**src/rtl/gate_drv_pkg.sv**
```systemverilog
// gate_drv_pkg: shared types and constants for the half-bridge gate driver.
//   state_t   : FSM state encoding (6 states, 3 bits)
//   DT_MIN    : shortest dead period in clk cycles (dead_time of 0 maps here)
//   DT_W_DEF  : default dead-time counter width
//   WD_W_DEF  : default edge-watchdog counter width
package gate_drv_pkg;

  localparam int DT_W_DEF = 8;
  localparam int WD_W_DEF = 12;
  localparam int DT_MIN   = 1;

  typedef enum logic [2:0] {
    ST_IDLE   = 3'd0,
    ST_DEAD_H = 3'd1,
    ST_HI     = 3'd2,
    ST_DEAD_L = 3'd3,
    ST_LO     = 3'd4,
    ST_FAULT  = 3'd5
  } state_t;

endpackage

```
**src/rtl/gate_drv_sync2.sv**
```systemverilog
// sync2: generic two-flop synchronizer for a single asynchronous level.
//   clk   in  : destination clock
//   reset in  : asynchronous, active-low; both flops clear to 0
//   d     in  : asynchronous input
//   q     out : d resynchronized to clk (two-cycle latency)
module sync2 (
  input  logic clk,
  input  logic reset,
  input  logic d,
  output logic q
);

  logic meta;

  always_ff @(posedge clk or negedge reset) begin
    if (!reset) begin
      meta <= 1'b0;
      q    <= 1'b0;
    end else begin
      meta <= d;
      q    <= meta;
    end
  end

endmodule

```
**src/rtl/gate_drv.sv**
```systemverilog
// gate_drv: complementary half-bridge gate-drive generator.
// Turns the oscillator square wave into non-overlapping high/low gate
// commands separated by a programmable dead time, gated by an interrupter
// enable, with an edge watchdog and a latched overcurrent fault.
//   clk       in  : core clock (oscillator domain)
//   reset     in  : asynchronous, active-low
//   osc_in    in  : oscillator square wave, synchronous to clk
//   enable    in  : interrupter gate level
//   dead_time in  : dead period in cycles, 0 behaves as 1
//   fault_in  in  : overcurrent comparator, asynchronous
//   fault_clr in  : one-cycle pulse clearing a latched fault
//   gate_hi   out : high-side gate command
//   gate_lo   out : low-side gate command
//   active    out : bridge running (not IDLE, not FAULT)
//   fault     out : fault latched
//   stall     out : one-cycle pulse on watchdog timeout
module gate_drv
  import gate_drv_pkg::*;
#(
  parameter int DT_W = DT_W_DEF,
  parameter int WD_W = WD_W_DEF
) (
  input  logic            clk,
  input  logic            reset,
  input  logic            osc_in,
  input  logic            enable,
  input  logic [DT_W-1:0] dead_time,
  input  logic            fault_in,
  input  logic            fault_clr,
  output logic            gate_hi,
  output logic            gate_lo,
  output logic            active,
  output logic            fault,
  output logic            stall
);

  localparam logic [WD_W-1:0] WD_MAX  = '1;
  // One below saturation: expiring here lets stall land on the cycle the
  // counter reaches its ceiling.
  localparam logic [WD_W-1:0] WD_LAST = {{(WD_W-1){1'b1}}, 1'b0};

  function automatic logic [DT_W-1:0] dt_load(input logic [DT_W-1:0] d);
    return (d < DT_W'(DT_MIN)) ? DT_W'(DT_MIN) : d;
  endfunction

  state_t          state, state_nxt;
  logic [DT_W-1:0] dt_cnt, dt_nxt;
  logic [WD_W-1:0] wd_cnt, wd_nxt;
  logic            stall_nxt;
  logic            osc_q, fault_s;
  logic            rise, fall, osc_edge, run_nxt;

  sync2 u_fault_sync (
    .clk   (clk),
    .reset (reset),
    .d     (fault_in),
    .q     (fault_s)
  );

  assign rise     = osc_in & ~osc_q;
  assign fall     = ~osc_in & osc_q;
  assign osc_edge = rise | fall;

  always_comb begin
    state_nxt = state;
    dt_nxt    = dt_cnt;
    wd_nxt    = wd_cnt;
    stall_nxt = 1'b0;
    if (fault_s) begin
      state_nxt = ST_FAULT;
    end else begin
      case (state)
        ST_IDLE: begin
          if (rise && enable) begin
            state_nxt = ST_DEAD_H;
            dt_nxt    = dt_load(dead_time);
          end
        end
        ST_DEAD_H: begin
          if (fall) begin
            state_nxt = enable ? ST_DEAD_L : ST_IDLE;
            dt_nxt    = dt_load(dead_time);
          end else begin
            if (dt_cnt == DT_W'(DT_MIN)) state_nxt = ST_HI;
            dt_nxt = dt_cnt - DT_W'(1);
          end
        end
        ST_DEAD_L: begin
          if (rise) begin
            state_nxt = enable ? ST_DEAD_H : ST_IDLE;
            dt_nxt    = dt_load(dead_time);
          end else begin
            if (dt_cnt == DT_W'(DT_MIN)) state_nxt = ST_LO;
            dt_nxt = dt_cnt - DT_W'(1);
          end
        end
        ST_HI: begin
          if (fall) begin
            state_nxt = enable ? ST_DEAD_L : ST_IDLE;
            dt_nxt    = dt_load(dead_time);
          end else if (wd_cnt == WD_LAST) begin
            state_nxt = ST_IDLE;
            stall_nxt = 1'b1;
          end
        end
        ST_LO: begin
          if (rise) begin
            state_nxt = enable ? ST_DEAD_H : ST_IDLE;
            dt_nxt    = dt_load(dead_time);
          end else if (wd_cnt == WD_LAST) begin
            state_nxt = ST_IDLE;
            stall_nxt = 1'b1;
          end
        end
        ST_FAULT: begin
          if (fault_clr) state_nxt = ST_IDLE;
        end
        default: state_nxt = ST_IDLE;
      endcase
    end

    // Watchdog restarts on every oscillator edge and on each gate-on entry.
    if (osc_edge ||
        ((state_nxt == ST_HI || state_nxt == ST_LO) && state_nxt != state)) begin
      wd_nxt = '0;
    end else if ((state == ST_HI || state == ST_LO) && wd_cnt != WD_MAX) begin
      wd_nxt = wd_cnt + WD_W'(1);
    end

    run_nxt = (state_nxt != ST_IDLE) && (state_nxt != ST_FAULT);
  end

  always_ff @(posedge clk or negedge reset) begin
    if (!reset) begin
      state   <= ST_IDLE;
      osc_q   <= 1'b0;
      dt_cnt  <= '0;
      wd_cnt  <= '0;
      gate_hi <= 1'b0;
      gate_lo <= 1'b0;
      active  <= 1'b0;
      fault   <= 1'b0;
      stall   <= 1'b0;
    end else begin
      state   <= state_nxt;
      osc_q   <= osc_in;
      dt_cnt  <= dt_nxt;
      wd_cnt  <= wd_nxt;
      gate_hi <= (state_nxt == ST_HI);
      gate_lo <= (state_nxt == ST_LO);
      active  <= run_nxt;
      fault   <= (state_nxt == ST_FAULT);
      stall   <= stall_nxt;
    end
  end

endmodule

```
**config.mk**
```make
export PLATFORM = sky130hd
export DESIGN_NAME = gate_drv
export DESIGN_NICKNAME = d
export VERILOG_FILES = /design/src/rtl/gate_drv_pkg.sv /design/src/rtl/gate_drv_sync2.sv /design/src/rtl/gate_drv.sv
export SDC_FILE = /design/constraint.sdc
export NUM_CORES = 1
export LEC_CHECK = 0
export BUFFER_PORTS_ARGS = -buffer_cell sky130_fd_sc_hd__buf_2
export CAP_MARGIN = 30
export CORE_ASPECT_RATIO = 1.4
export CORE_MARGIN = 5
export CORE_UTILIZATION = 58
export CTS_BUF_LIST = sky130_fd_sc_hd__clkbuf_16
export CTS_CLUSTER_DIAMETER = 50
export DETAILED_ROUTE_END_ITERATION = 12
export GPL_ROUTABILITY_DRIVEN = 0
export MAX_ROUTING_LAYER = met4
export PLACE_DENSITY_LB_ADDON = 0.15
export SLEW_MARGIN = 40
export SYNTH_ARGS = -nofsm -noshare
export SYNTH_HDL_FRONTEND = slang
export SYNTH_SLANG_ARGS = --single-unit
```
**constraint.sdc**
```tcl
create_clock -name clk -period 3.1 [get_ports clk]
set_input_delay 0.31 -clock clk [delete_from_list [all_inputs] [get_ports clk]]
set_output_delay 0.31 -clock clk [all_outputs]
set_load 0.01 [all_outputs]
```
* Word-level counts from Yosys, hierarchy flattened
Index checks and enable logic that the tools add are counted.
Word-level totals: input port bits 14, register bits after elaboration 31
Operators by class: equality and inequality tests 16, mux-type cells 27, add/sub/neg operators 2, reduce and logical (&&, ||, !) cells 12, bitwise gates (word level) 6, magnitude comparators 1
Operators with widths (number):
- $mux W8 | 6
- $pmux W8 S5 | 1
- $mux W3 | 10
- $mux W12 | 2
- $pmux W3 S6 | 1
- $add A12 B1 Y12 const B | 1
- $eq A12 B12 Y1 const B | 1
- $eq A3 B3 Y1 const B | 4
- $ne A12 B12 Y1 const B | 1
- $eq A3 B2 Y1 const B | 3
- $eq A8 B1 Y1 const B | 1
- $lt A8 B1 Y1 const B | 1
- $sub A8 B1 Y8 const B | 1
- $ne A2 B2 Y1 const B | 3
- $mux W1 | 5
- $reduce_and A5 Y1 | 1
- $reduce_bool A5 Y1 | 1
- $logic_and A1 B1 Y1 | 4
- $eq A3 B1 Y1 const B | 1
- $logic_not A3 Y1 | 1
- $logic_or A1 B1 Y1 | 3
- $ne A3 B3 Y1 | 1
- $ne A3 B3 Y1 const B | 1
- $not A1 Y1 | 3
- other kinds (6) | 7

* Depth between registers and ports, before layout
Gate-level depths: netlist (run 1).
depth after elaboration 11, depth in mapped cells 9, gate-level depth less buffers 8

* Hierarchy
Synthesis (run 1) repeated with hierarchy kept, for this count alone.
Unflattened totals: cell total of the unflattened synthesis 212, area, all modules 1995.7 um2
By module, submodules not included:
- gate_drv | area an instance 1945.6 um2, cells an instance 210, times used 1, sequential area each 725.7 um2
- sync2 | area an instance 50.0 um2, cells an instance 2, times used 1, sequential area each 50.0 um2

* Least setup slack after synthesis (run 1)
No wires, ideal clock.
path kind reg-to-reg, start register dt_cnt[1], end register wd_cnt[0], path buffers 1, stages on the path, launching flop included 10, arrival 2.157 ns, setup slack 0.821 ns, period minus slack after synthesis 2.279 ns, path through dfrtp_1 -> inv_1 -> ha_1 -> or3b_2 -> or2_4 -> a221oi_4 -> nand3_1 -> o221ai_2 -> buf_6 -> a21oi_1
On the way: word-level cells in the longest chain between the ends 10, elaborated cells between the ends (all ways) 15, those cells by class eq/ne (4); mux (7); reduce/logical (4)
Ends and longest elaborated chain:
- from (decl) | RTL line gate_drv.sv:47 | logic [DT_W-1:0] dt_cnt, dt_nxt;
- from (signal assigned) | RTL line gate_drv.sv:147 | dt_cnt <= dt_nxt;
- $eq A8 B1 Y1 * | RTL line gate_drv.sv:84, gate_drv.sv:93
- $mux W3, on equally long branches | RTL line gate_drv.sv:93, gate_drv.sv:84
- $mux W3, on equally long branches | RTL line gate_drv.sv:89, gate_drv.sv:80
- $pmux W3 S6 * | RTL line gate_drv.sv:72 | case (state)
- $mux W3 * | RTL line gate_drv.sv:69 | if (fault_s) begin
- named net state_nxt[0] | RTL line gate_drv.sv:46 | state_t state, state_nxt;
- $eq A3 B2 Y1 / $eq A3 B3 Y1 (equally long branches) | RTL line gate_drv.sv:124 | ((state_nxt == ST_HI || state_nxt == ST_LO) && state_nxt != state)) begin
- $logic_or A1 B1 Y1 | RTL line gate_drv.sv:124
- $logic_and A1 B1 Y1 * | RTL line gate_drv.sv:124
- $logic_or A1 B1 Y1 * | RTL line gate_drv.sv:123 | if (osc_edge ||
- $mux W12 / $reduce_bool A2 Y1 (equally long branches)
- to (signal assigned) | RTL line gate_drv.sv:148 | wd_cnt <= wd_nxt;
- to (decl) | RTL line gate_drv.sv:48 | logic [WD_W-1:0] wd_cnt, wd_nxt;
The timed path passes the listed nets; every way through them passes the cells marked *. A chain may end at the register's enable or synchronous reset.

* Final worst setup path (run 1)
start register dt_cnt[1], end register wd_cnt[2]
Same word-level chain as after synthesis.

==> results of run 1 <==
[worst max-delay path: cells and delay by family (launching register included)]
family                     cells  cell delay, ns
buffers and inverters          1            0.11
adders and majority gates      1            0.15
AOI/OAI and AO/OA              3            1.02
and+or+nand+nor                3            0.95
DFF                            1            0.37
[worst min-delay path by stage]
| stage | from | end | slack, ns | cells past startpoint |
|---|---|---|---|---|
| 6_report | fault_in | u_fault_sync.meta$_DFF_PN0_ | 0.16 | 1 |
| 5_1_grt | fault_in | u_fault_sync.meta$_DFF_PN0_ | 0.15 | 1 |
| 4_1_cts | reset | dt_cnt[6]$_DFFE_PN0P_ | 0.1 | 1 |
| 3_5_place_dp | u_fault_sync.meta$_DFF_PN0_ | u_fault_sync.q$_DFF_PN0_ | 0.37 | 0 |
| 3_3_place_gp | u_fault_sync.meta$_DFF_PN0_ | u_fault_sync.q$_DFF_PN0_ | 0.33 | 0 |
| 2_1_floorplan | reset | active$_DFF_PN0_ | 0.01 | 0 |
[power by group through the flow]
| stage | Sequential, mW | Clock (mW) | Combinational [mW] |
|---|---|---|---|
| 2_1_floorplan | 0.527 | 0 | 0.252 |
| 3_3_place_gp | 0.551 | 0 | 0.296 |
| 3_5_place_dp | 0.558 | 0 | 0.316 |
| 4_1_cts | 0.552 | 0.457 | 0.321 |
| 5_1_grt | 0.565 | 0.481 | 0.363 |
| 6_report | 0.556 | 0.452 | 0.330 |
[sequential cells by signal (all words and copies together), names as in the netlist]
register	count
active	1
dt_cnt	8
fault	1
gate_hi	1
gate_lo	1
osc_q	1
stall	1
state	3
u_fault_sync.meta	1
u_fault_sync.q	1
wd_cnt	12
[cell usage after synthesis, drive strengths merged (2+ instances only)]
cell and count:
nor3 9, nor3b 3, inv 13, a21oi 21, dfrtp 31, or3 5, xor2 2, nand3 9
or4 2, or4bb 2, xnor2 10, nand2b 3, nor4bb 2, nand4 3, nor2 18, buf 3
o21ai 11, nor2b 3, a22o 2, ha 6, a31oi 2, nand2 15, a22oi 2, o31ai 4
clkbuf 5, nor4 3
[cell type report]
class	count	area (um^2)	area share [%]
Tap cell	39	48.80	2.250
Clock inverter	3	12.51	0.5770
Timing Repair Buffer	20	120.1	5.540
Inverter	13	48.80	2.250
Sequential cell	31	775.7	35.78
Multi-Input combinational cell	158	1037	47.84
Clock buffer	5	125.1	5.770
[routing by layer]
layer  GRT usage, %  wire [um]  vias to the layer above
met3          4.319        204                       14
met1          24.05       1811                      848
met5              -          0                        -
met2          40.38       2598                       67
li1               -          -                      796
met4          10.90        142                        0
[kinds of logic (layout without fill, tap and decap cells)]
| kind of cell | count (synthesis) | count (layout) | share of synthesized area [%] |
|---|---|---|---|
| AND/OR/NAND/NOR | 86 | 86 | 25.18 |
| adder cells (fa/ha/maj) | 6 | 6 | 3.945 |
| AO/OA/AOI/OAI | 53 | 53 | 19.07 |
| buffers and inverters | 21 | 41 | 4.997 |
| XOR/XNOR | 12 | 12 | 5.523 |
| multiplexers | 1 | 1 | 0.5260 |
| flip-flops | 31 | 31 | 40.76 |
==> impl_metrics.tcl, run 1 <==
set metrics [dict create \
    status "complete, no violations" \
    h-tree-depth 2 \
    crit_path_start "dt_cnt[1]$_DFFE_PN0P_" \
    hold_class "in2reg" \
    post-place-ws_ns 0.3579 \
    power_switching_uw 447.1 \
    synth_top_area_share_pct 40.76 \
    post_drt_wl_per_cell_um 17.68 \
    finalHoldViolations 0 \
    async_reset_ff_share_pct 100.0 \
    setup.worst_path.start_class "flop" \
    fin_cells 269 \
    dp_cells 259 \
    path_class "reg2reg" \
    ys_ff_latch 31 \
    p_total_mw 1.338 \
    yosys_warnings 0 \
    timing.fmax_ghz 0.3639 \
    overflow 0 \
    crit_arrival_ns 2.87 \
    swShare_pct 33.41 \
    r2r_end "wd_cnt[2]$_DFFE_PN0P_" \
    slowest_stage "o221ai_2" \
    io_buffers 18 \
    antenna_found_initial 0 \
    wl_mm 4.756 \
    p_int_uw 891.0 \
    worstPathMaxFanout 12 \
    path_clk_slew_ns 0.05 \
    synth_top_flop_cell "dfrtp_1" \
    clock-sinks 31 \
    die_w_um 58.41 \
    synth_cells 210 \
    fillers 251 \
    endpoint "wd_cnt[2]$_DFFE_PN0P_" \
    syn-num-nets 230 \
    rsz0062_at_grt "false" \
    finalNetCount 249 \
    cts_setup_buffers 0 \
    clk_latency_ns 0.27 \
    diodes 0 \
    die_h_um 77.78 \
    finalSetupTns_ns 0 \
    p_comb_share_pct 24.6 \
    ir_drop_mv 0.4663 \
    post-route-util_pct 68.77 \
    vias_per_cell 6.413 \
    worstMarginPinSlew_ns 0.8279 \
    die_area_um2 4543 \
    syn_area_per_cell_um2 9.062 \
    synthTopCellsByArea "dfrtp_1 41%, a21oi_1 5.5%, xnor2_1 4.6%, ha_1 3.9%, nor2_1 3.6%" \
    cts_buffers 5 \
    cts_hold_buf 0 \
    reg2regPathDepth 8 \
    syn_to_final_growth_pct 13.94 \
    p_seq_share_pct 41.6 \
    dr.first_iter.drc_count 77 \
    reg2reg_slack_ns 0.35 \
    clock_skew_ns 0.004452 \
    powerDensity_nw_per_um2 617.1 \
    drv_slew 0 \
    ys_seq_area_share_pct 40.76 \
    drc 0 \
    cts.path.max_buffers 2 \
    drive_gt1_share_pct 14.78 \
    dr.pass1.iters 5 \
    cp.required_ns 3.22 \
    synth-edff-count 0 \
    start_util_pct 60.36 \
    post-route-min-period_ns 2.748 \
    drv_cap 0 \
    netlist_area_um2 1903 \
    core-area_um2 3153 \
    fin_area_um2 2168 \
    relSlewSlack_pct 44.34 \
    num_rows 24 \
    min_period_over_period_pct 88.64 \
    grt_max_degree 32 \
    cts_tree "done" \
    ctsResizeCount 0 \
    fin_hold_ws_ns 0.1551 \
    placed_area_um2 1996 \
    ios 19 \
    ys_types 51 \
    cts-root-buf "clkbuf_16" \
    endpoint_kind "flop" \
    grt_pass1_wl_mm 7.872 \
    worstReg2RegStart "dt_cnt[1]$_DFFE_PN0P_" \
    layout_commonest_cell "dfrtp_1" \
    num_vias 1725 \
    setup_viol 0 \
    grt_pass1_vias 1697 \
    cp_cell_sequence "inv_1 -> ha_1 -> or3b_2 -> or2_4 -> a221oi_4 -> nand3_1 -> o221ai_2 -> a21oi_1" \
    critPathMaxStageDelay_ns 0.54 \
    dp_hpwl_mm 3.356 \
    final_cell_mix "31 x dfrtp_1, 21 x a21oi_1, 18 x nor2_1, 18 x buf_2" \
    setup_ws_ns 0.3521 \
    power.leakage_nw 0.9111 \
    grt_usage_pct 23.03 \
    synth_top_cell_by_area "dfrtp_1" \
    antenna_left 0 \
    clockPowerShare_pct 33.8 \
]
No activity file was read; power rests on OpenSTA's default activity.
==> run 2: changes to the inputs <==
REMOVE_ABC_BUFFERS = 1   (was default)
==> run 2 against run 1 <==
Against the previous run:
- power down 1.4%
- clock skew about the same
- sequential share of layout area up 0.54 points
- critical endpoint is now wd_cnt[8]$_DFFE_PN0P_
- critical path type unchanged
- final area down 1.5%
==> impl_metrics.tcl, run 2 (same netlist as run 1, synthesis figures left out) <==
set metrics [dict create \
    critPathMaxStageDelay_ns 0.57 \
    die_area_um2 4543 \
    final_cell_mix "31 x dfrtp_1, 21 x a21oi_1, 18 x nor2_1, 18 x buf_2, 15 x nand2_1" \
    setup_viol 0 \
    path_clk_slew_ns 0.05 \
    worstReg2RegStart "osc_q$_DFF_PN0_" \
    p_seq_share_pct 41.6 \
    largest_reg_flops 12 \
    power_switching_uw 431.3 \
    drv_cap 0 \
    wl_mm 4.240 \
    grt_usage_pct 21.45 \
    reg2regPathDepth 7 \
    p_comb_share_pct 23.8 \
    layout_commonest_cell "dfrtp_1" \
    rsz0062_at_grt "false" \
    io_buffers 18 \
    crit_arrival_ns 2.79 \
    core-area_um2 3153 \
    diodes 0 \
    timing.fmax_ghz 0.3759 \
    top_regs "wd_cnt (12), dt_cnt (8), state (3)" \
    post-route-min-period_ns 2.660 \
    status "complete, no violations" \
    vias_per_cell 6.228 \
    cts_hold_buf 0 \
    die_w_um 58.41 \
    reg2reg_slack_ns 0.44 \
    overflow 0 \
    antenna_found_initial 0 \
    worstMarginPinSlew_ns 0.7629 \
    ir_drop_mv 0.5125 \
    swShare_pct 32.70 \
    clock_skew_ns 0.003993 \
    drive_gt1_share_pct 14.04 \
    syn_to_final_growth_pct 12.23 \
    final-seq-area_um2 775.7 \
    grt_max_degree 32 \
    cp.required_ns 3.23 \
    grt_pass1_wl_mm 7.383 \
    clk_latency_ns 0.27 \
    regMostFlops "wd_cnt" \
    cts_buffers 5 \
    p_int_uw 887.5 \
    crit_path_start "osc_q$_DFF_PN0_" \
    endpoint_kind "flop" \
    num_rows 24 \
    num_vias 1663 \
    r2r_end "wd_cnt[8]$_DFFE_PN0P_" \
    worstPathMaxFanout 12 \
    cts.path.max_buffers 2 \
    grt_pass1_vias 1659 \
    slowest_stage "or4bb_1" \
    relSlewSlack_pct 48.70 \
    finalNetCount 247 \
    multi_input_area_um2 1032 \
    setup.worst_path.start_class "flop" \
    dr.pass1.iters 5 \
    power.leakage_nw 0.8848 \
    path_class "reg2reg" \
    powerDensity_nw_per_um2 617.5 \
    finalSetupTns_ns 0 \
    min_period_over_period_pct 85.81 \
    p_total_mw 1.319 \
    post_drt_wl_per_cell_um 15.88 \
    finalHoldViolations 0 \
    dr.first_iter.drc_count 64 \
    clock-sinks 31 \
    hold_class "in2async" \
    start_util_pct 60.36 \
    cts-root-buf "clkbuf_16" \
    die_h_um 77.78 \
    h-tree-depth 2 \
    fin_hold_ws_ns 0.08287 \
    drv_slew 0 \
    cts_setup_buffers 0 \
    cp_cell_sequence "inv_1 -> ha_1 -> or4bb_1 -> or3_1 -> and3_1 -> o221ai_2 -> a21oi_1" \
    antenna_left 0 \
    clockPowerShare_pct 34.7 \
    drc 0 \
    fillers 267 \
    dp_hpwl_mm 3.135 \
    ios 19 \
    cts_tree "done" \
    ctsResizeCount 0 \
]
-- run 2: changes by cell type in the layout (fill, tap and decap cells not counted), sizes merged --
| cell | previous run | this run |
|---|---|---|
| clkinv | 1 | 2 |
| clkinvlp | 0 | 1 |
| dlygate4sd3 | 1 | 0 |
| inv | 15 | 13 |
| buf | 19 | 18 |
-- run 2: critical path, delay by kind of cell (launching register included) --
kind	cells	cell delay, ns
compound gates	2	0.62
buf+inv	1	0.05
flops	1	0.35
fa+ha+maj	1	0.27
simple gates	3	1.22
-- run 2: worst max-delay path by stage --
stage,endpoint,cells after the start
4_1_cts,wd_cnt[8]$_DFFE_PN0P_,7
5_1_grt,wd_cnt[1]$_DFFE_PN0P_,8
3_5_place_dp,wd_cnt[2]$_DFFE_PN0P_,7
2_1_floorplan,wd_cnt[0]$_DFFE_PN0P_,8
3_3_place_gp,wd_cnt[3]$_DFFE_PN0P_,7
6_report,wd_cnt[8]$_DFFE_PN0P_,7
-- run 2: power by group through the flow --
stage | clock (mW) | combinational, mW | sequential [mW]
after floorplan | 0 | 0.231 | 0.534
after global placement | 0 | 0.301 | 0.549
after detailed placement | 0 | 0.310 | 0.552
after CTS | 0.468 | 0.314 | 0.546
after global routing | 0.490 | 0.357 | 0.560
final | 0.457 | 0.313 | 0.548
-- run 2: per-stage QoR --
| stage | std cells | area [um^2] | setup WS (ns) | util, % |
|---|---|---|---|---|
| 3_5_place_dp | 259 | 1996 | 0.4111 | 63.29 |
| 2_1_floorplan | 202 | 1857 | 0.7531 | - |
| 3_3_place_gp | 259 | 1996 | 0.4694 | 63.29 |
| 4_1_cts | 267 | 2136 | 0.4342 | 67.74 |
| 5_1_grt | 267 | 2136 | 0.2125 | 67.74 |
| 6_report | 267 | 2136 | 0.4400 | 67.74 |
-- run 2: layout make-up --
| type | count | share of cell area (%) |
|---|---|---|
| Tap cell | 39 | 2.285 |
| Clock buffer | 5 | 5.858 |
| Multi-Input combinational cell | 158 | 48.33 |
| Clock inverter | 3 | 0.7030 |
| Sequential cell | 31 | 36.32 |
| Inverter | 13 | 2.285 |
| Timing Repair Buffer | 18 | 4.218 |
-- run 2: metal layers --
metal  up-vias  track usage (%)  routed length, um
met5         -                -                  0
met4         0            11.14                112
met3        11            3.987                248
met2        59            35.57               2230
met1       795            23.90               1649
li1        798                -                  -
